==> src/rtl/matrix_input.sv <==
// UART-side matrix entry engine: collects M, N and M*N raw-hex bytes and streams them into storage.
// Optional MATRIX_INPUT_ZERO_PAD_EN: on timeout, zero-fill the remaining cells and commit instead of aborting.
module matrix_input #(
    parameter int unsigned MAX_ROWS       = 5,
    parameter int unsigned MAX_COLS       = 5,
    parameter int unsigned DATA_WIDTH     = 8,
    parameter int unsigned ROW_IDX_W      = 3,
    parameter int unsigned COL_IDX_W      = 3,
    parameter int unsigned TIMEOUT_CYCLES = 100000000
) (
    input  logic                  clk,
    input  logic                  rst,
    input  logic                  start_en,
    input  logic                  btn_quit,
    input  logic [7:0]            rx_data,
    input  logic                  rx_done,
    output logic                  wr_begin,
    output logic [ROW_IDX_W-1:0]  wr_dims_r,
    output logic [COL_IDX_W-1:0]  wr_dims_c,
    output logic                  wr_en,
    output logic [ROW_IDX_W-1:0]  wr_row,
    output logic [COL_IDX_W-1:0]  wr_col,
    output logic [DATA_WIDTH-1:0] wr_val,
    output logic                  wr_commit,
    output logic                  wr_abort,
    output logic                  busy,
    output logic [1:0]            err_code,
    output logic                  input_done
);

    localparam int unsigned CNT_W = $clog2(TIMEOUT_CYCLES + 1);

    localparam logic [1:0] ERR_NONE    = 2'd0;
    localparam logic [1:0] ERR_DIMS    = 2'd1;
    localparam logic [1:0] ERR_TIMEOUT = 2'd2;

    typedef enum logic [3:0] {
        S_IDLE,
        S_GET_M,
        S_GET_N,
        S_CHECK_DIM,
        S_GET_ELEM,
        S_WRITE_ELEM,
        S_PAD,
        S_COMMIT,
        S_EXIT_WAIT
    } state_t;

    state_t                state_q, state_n;
    logic [7:0]            m_q, m_n;
    logic [7:0]            n_q, n_n;
    logic [ROW_IDX_W-1:0]  row_q, row_n, row_adv;
    logic [COL_IDX_W-1:0]  col_q, col_n, col_adv;
    logic [CNT_W-1:0]      cnt_q, cnt_n;

    logic                  wr_begin_n, wr_en_n, wr_commit_n, wr_abort_n, busy_n, input_done_n;
    logic [ROW_IDX_W-1:0]  wr_dims_r_n, wr_row_n;
    logic [COL_IDX_W-1:0]  wr_dims_c_n, wr_col_n;
    logic [DATA_WIDTH-1:0] wr_val_n;
    logic [1:0]            err_code_n;

    logic                  dims_ok, last_cell, timed_out;
    logic signed [7:0]     rx_byte_s;

    assign rx_byte_s = $signed(rx_data);
    assign dims_ok   = (m_q != 8'd0) && (m_q <= 8'(MAX_ROWS)) &&
                       (n_q != 8'd0) && (n_q <= 8'(MAX_COLS));
    assign timed_out = (cnt_q >= CNT_W'(TIMEOUT_CYCLES - 1));

    // Row-major cursor advance within the latched dimensions
    always_comb begin
        last_cell = (row_q == wr_dims_r - ROW_IDX_W'(1)) && (col_q == wr_dims_c - COL_IDX_W'(1));
        if (col_q == wr_dims_c - COL_IDX_W'(1)) begin
            col_adv = '0;
            row_adv = row_q + ROW_IDX_W'(1);
        end else begin
            col_adv = col_q + COL_IDX_W'(1);
            row_adv = row_q;
        end
    end

    always_comb begin
        state_n      = state_q;
        m_n          = m_q;
        n_n          = n_q;
        row_n        = row_q;
        col_n        = col_q;
        cnt_n        = cnt_q;
        wr_begin_n   = 1'b0;
        wr_en_n      = 1'b0;
        wr_commit_n  = 1'b0;
        wr_abort_n   = 1'b0;
        input_done_n = 1'b0;
        wr_dims_r_n  = wr_dims_r;
        wr_dims_c_n  = wr_dims_c;
        wr_row_n     = wr_row;
        wr_col_n     = wr_col;
        wr_val_n     = wr_val;
        busy_n       = busy;
        err_code_n   = err_code;

        // Leaving input mode mid-matrix discards it without signalling input_done
        if (state_q != S_IDLE && !start_en) begin
            if (busy) begin
                wr_abort_n = 1'b1;
            end
            busy_n  = 1'b0;
            state_n = S_IDLE;
        end else begin
            case (state_q)
                S_IDLE: begin
                    if (start_en) state_n = S_GET_M;
                end
                S_GET_M: begin
                    if (btn_quit) begin
                        input_done_n = 1'b1;
                        state_n      = S_EXIT_WAIT;
                    end else if (rx_done) begin
                        m_n        = rx_data;
                        err_code_n = ERR_NONE;
                        busy_n     = 1'b1;
                        state_n    = S_GET_N;
                    end
                end
                S_GET_N: begin
                    if (rx_done) begin
                        n_n     = rx_data;
                        state_n = S_CHECK_DIM;
                    end
                end
                S_CHECK_DIM: begin
                    if (dims_ok) begin
                        wr_begin_n  = 1'b1;
                        wr_dims_r_n = ROW_IDX_W'(m_q);
                        wr_dims_c_n = COL_IDX_W'(n_q);
                        row_n       = '0;
                        col_n       = '0;
                        cnt_n       = '0;
                        state_n     = S_GET_ELEM;
                    end else begin
                        err_code_n = ERR_DIMS;
                        busy_n     = 1'b0;
                        state_n    = S_GET_M;
                    end
                end
                S_GET_ELEM: begin
                    if (rx_done) begin
                        cnt_n    = '0;
                        wr_en_n  = 1'b1;
                        wr_row_n = row_q;
                        wr_col_n = col_q;
                        wr_val_n = DATA_WIDTH'(rx_byte_s);
                        state_n  = S_WRITE_ELEM;
                    end else if (timed_out) begin
                        err_code_n = ERR_TIMEOUT;
`ifdef MATRIX_INPUT_ZERO_PAD_EN
                        state_n    = S_PAD;
`else
                        wr_abort_n = 1'b1;
                        busy_n     = 1'b0;
                        state_n    = S_GET_M;
`endif
                    end else begin
                        cnt_n = cnt_q + CNT_W'(1);
                    end
                end
                S_WRITE_ELEM: begin
                    cnt_n   = cnt_q + CNT_W'(1);
                    row_n   = row_adv;
                    col_n   = col_adv;
                    state_n = last_cell ? S_COMMIT : S_GET_ELEM;
                end
`ifdef MATRIX_INPUT_ZERO_PAD_EN
                // One zero write per cycle over the cells not yet received
                S_PAD: begin
                    wr_en_n  = 1'b1;
                    wr_row_n = row_q;
                    wr_col_n = col_q;
                    wr_val_n = '0;
                    row_n    = row_adv;
                    col_n    = col_adv;
                    if (last_cell) state_n = S_COMMIT;
                end
`endif
                S_COMMIT: begin
                    wr_commit_n = 1'b1;
                    busy_n      = 1'b0;
                    state_n     = S_GET_M;
                end
                S_EXIT_WAIT: begin
                    state_n = S_EXIT_WAIT;
                end
                default: begin
                    state_n = S_IDLE;
                end
            endcase
        end
    end

    always_ff @(posedge clk) begin
        if (rst) begin
            state_q    <= S_IDLE;
            m_q        <= '0;
            n_q        <= '0;
            row_q      <= '0;
            col_q      <= '0;
            cnt_q      <= '0;
            wr_begin   <= 1'b0;
            wr_dims_r  <= '0;
            wr_dims_c  <= '0;
            wr_en      <= 1'b0;
            wr_row     <= '0;
            wr_col     <= '0;
            wr_val     <= '0;
            wr_commit  <= 1'b0;
            wr_abort   <= 1'b0;
            busy       <= 1'b0;
            err_code   <= '0;
            input_done <= 1'b0;
        end else begin
            state_q    <= state_n;
            m_q        <= m_n;
            n_q        <= n_n;
            row_q      <= row_n;
            col_q      <= col_n;
            cnt_q      <= cnt_n;
            wr_begin   <= wr_begin_n;
            wr_dims_r  <= wr_dims_r_n;
            wr_dims_c  <= wr_dims_c_n;
            wr_en      <= wr_en_n;
            wr_row     <= wr_row_n;
            wr_col     <= wr_col_n;
            wr_val     <= wr_val_n;
            wr_commit  <= wr_commit_n;
            wr_abort   <= wr_abort_n;
            busy       <= busy_n;
            err_code   <= err_code_n;
            input_done <= input_done_n;
        end
    end

endmodule

==> config.mk <==
export PLATFORM = sky130hd
export DESIGN_NAME = matrix_input
export DESIGN_NICKNAME = d
export VERILOG_FILES = /design/src/rtl/matrix_input.sv
export SDC_FILE = /design/constraint.sdc
export NUM_CORES = 1
export LEC_CHECK = 0
export BUFFER_PORTS_ARGS = -buffer_cell sky130_fd_sc_hd__buf_2
export CAP_MARGIN = 20
export CELL_PAD_IN_SITES_DETAIL_PLACEMENT = 0
export CELL_PAD_IN_SITES_GLOBAL_PLACEMENT = 2
export CORE_AREA = 2 2 105 107
export DETAILED_ROUTE_END_ITERATION = 16
export DIE_AREA = 0 0 107 109
export GPL_ROUTABILITY_DRIVEN = 0
export PLACE_DENSITY_LB_ADDON = 0.05
export SYNTH_ARGS = -nofsm -noshare
export SYNTH_HDL_FRONTEND = slang
export SYNTH_SLANG_ARGS = --single-unit
==> constraint.sdc <==
create_clock -name clk -period 3.45 [get_ports clk]
set_input_delay 0.345 -clock clk [delete_from_list [all_inputs] [get_ports clk]]
set_output_delay 0.345 -clock clk [all_outputs]
set_load 0.05 [all_outputs]
==> impl_metrics.yaml <==
power:
  pwr-share-seq: 0.529
  powerDensity_nw_per_um2: 397.5
  p_sw_w: 0.0004317
  switching_share: 0.2407
  p_leak_nw: 1.847
  p_clk_frac: 0.424
  power_report.internal_total_w: 0.001362
  power_frac_comb: 0.046
  vdd_drop_max_mv: 0.2433
placement:
  pre_cts_ws_ns: 0.9587
  dp_cells: 608
  io_buffers: 40
  hpwl_um: 7143
synth:
  synth_flop_cell: "dfxtp_1"
  syn_nets: 463
  synth-edff-count: 0
  yosysWarnings: 0
  yosysTopAreaCellShare: 0.4056
  syn-cell-area_um2: 3998
  ys_ff_latch: 81
  synth_largest_area_cell: "dfxtp_1"
  synthDistinctLibCells: 62
  postSynthCellCount: 445
  async_reset_ff_frac: 0
  ys_seq_area_frac: 0.4056
  syn_area_per_cell_um2: 8.983
  yosys-top-cells-area: "dfxtp_1, mux2i_1, nor2_1"
worst_setup_path:
  cpMaxStageDelayCell: "dfxtp_1"
  end_kind: "register"
  r2r-start: "state_q[0]"
  critPathMaxFanout: 22
  cp.buffers_inverters: 0
  crit_arrival_ns: 2.82
  critPathLaunch: "state_q[0]"
  start_kind: "register"
  critPathMaxStageDelay_ns: 0.66
  path_cells: "and4bb_1 > nand4_1 > o21ai_4 > o211ai_4 > or4_1 > a21oi_1"
  cp.required_ns: 3.75
  crit_family: "simple AND/OR/NAND/NOR gates"
  crit_type: "register to register"
run_status:
  status: "completed"
run:
  max-cap-violations: 0
detailed_routing:
  drtPass1Iterations: 4
  drcViolationCount: 0
  detail_route.wl_per_cell_um: 16.75
  vias: 3485
  vias_per_cell: 5.585
  drtIter0Drc: 254
  antenna_left: 0
  wl_um: 10450
sta:
  fin_crit_sh: 0.7315
  timing.final.crit_period_ns: 2.524
  worstMarginPinSlew_ns: 0.8822
  finalSetupViolCount: 0
  fmax_ghz: 0.3963
  hold_violations: 0
  fin_tns_setup_ns: 0
  slew_viol_final: 0
  relSlewSlack: 0.4087
  rsz0062_at_grt: "false"
  fin_worst_skew_ns: 0.007783
  fin_ws_ns: 0.9265
floorplan:
  die_h_um: 109
  fp.dieW_um: 107
  core_region_area_um2: 10600
  start_util: 0.3770
  rows: 38
  dieArea_um2: 11660
  ios: 41
cts:
  insertion_delay_ns: 0.37
  cts_buffer_depth: 2
  cts_resized: 0
  cts_inserted_buffers: 9
  path_clk_slew_ns: 0.08
  cts_setup_buffers: 0
  htreeDepth: 3
  cts_tree: "built"
  clock_sinks: 81
  clockRootBuffer: "clkbuf_8"
  cts_hold_buffers: 0
grt:
  grt_pass1_wl_um: 17220
  grt_overflow_total: 0
  grt_max_degree: 65
  grt_pass1_vias: 3305
  grt_use_total: 0.1917
  grt_antenna_before_repair: 0
final_layout:
  finalNetCount: 497
  area_delta_synth_final_pct: 12.86
  fillers: 1092
  mostFrequentLayoutCell: "dfxtp_1"
  drive_gt1_frac: 0.1612
  final_cell_mix: "dfxtp_1, nor2_1, mux2i_1, buf_2, nand2_1"
  diodes: 0
  stdcell_count: 624
min_path:
  min_path_type: "input pin to register"
  min_from: "btn_quit"
## worst paths after layout
kind                                     to  slack [ns]  cells after the start
worst max-delay path              cnt_q[19]        0.93                      6
worst min-delay path             input_done        0.25                      3
worst max register to register    cnt_q[19]        0.93                      6
worst min register to register  err_code[0]        0.47                      2
## cell families (layout without fill, tap and decap cells)
family          after synthesis  in the layout  synth area share
simple gates                183            183            0.2441
xor+xnor                     12             12           0.02973
flops                        81             81            0.4056
mux                          40             40            0.1002
fa+ha+maj                     5              5           0.01565
buf+inv                      31             70           0.03599
compound gates               93             93            0.1687
## registers in the layout (all words and copies together) (netlist names), 2 cells and up
signal	flops
cnt_q	27
m_q	8
n_q	8
wr_val	8
state_q	4
col_q	3
row_q	3
wr_col	3
wr_dims_c	3
wr_dims_r	3
wr_row	3
err_code	2
## cells in the mapped netlist (5+ instances only)
library cell,n
nand3_1,17
a31oi_1,5
nand4_1,6
buf_2,7
o21ai_0,13
nand2_1,33
and3_1,6
inv_1,10
nor2_1,58
ha_1,5
a41oi_1,5
mux2i_1,40
dfxtp_1,81
or3_1,7
clkbuf_1,11
a21oi_1,27
a311oi_1,9
nor3_1,15
nor2b_1,6
xor2_1,7
## through the flow
| stage | util | hold WS (ns) | total power, W | cell area (um^2) |
|---|---|---|---|---|
| 2_1_floorplan | - | 0.4564 | 0.001024 | 3998 |
| 5_1_grt | 0.4255 | 0.2516 | 0.001860 | 4512 |
| 4_1_cts | 0.4255 | 0.2262 | 0.001819 | 4512 |
| 3_5_place_dp | 0.4052 | 0.4626 | 0.001055 | 4297 |
| 6_report | 0.4255 | 0.2466 | 0.001794 | 4512 |
| 3_3_place_gp | 0.4052 | 0.4489 | 0.001055 | 4297 |
## layer usage
layer | GRT usage | part of all wire | vias to the layer above
met5 | 0 | 0 | -
met4 | 0.07978 | 0.019 | 0
met3 | 0.03467 | 0.036 | 12
met2 | 0.3107 | 0.48 | 66
met1 | 0.2525 | 0.46 | 1704
li1 | - | - | 1703
## area by class of cell
class / count / area (um^2) / share of cell area
clock buffer: 13 / 168.9 / 0.03744
tap: 140 / 175.2 / 0.03882
clock inverter: 3 / 46.29 / 0.01026
inverter: 10 / 37.54 / 0.008319
sequential: 81 / 1622 / 0.3594
timing repair buffer: 44 / 230.2 / 0.05103
multi-input combinational: 333 / 2232 / 0.4947
## power groups by stage
stage                     sequential, W  combinational, W  clock (W)
after detailed placement       0.000972         0.0000835          0
after global routing           0.000951         0.0000914   0.000817
after CTS                      0.000949         0.0000840   0.000785
final                          0.000949         0.0000830   0.000761
after floorplan                0.000970         0.0000534          0
after global placement         0.000971         0.0000844          0
## worst reg2reg max path, stage by stage (launching register included)
cell and delay (ns):
dfxtp_1 0.66, and4bb_1 0.31, nand4_1 0.24, o21ai_4 0.29, o211ai_4 0.25, or4_1 0.56, a21oi_1 0.15
No activity file was read; power rests on OpenSTA's default activity.
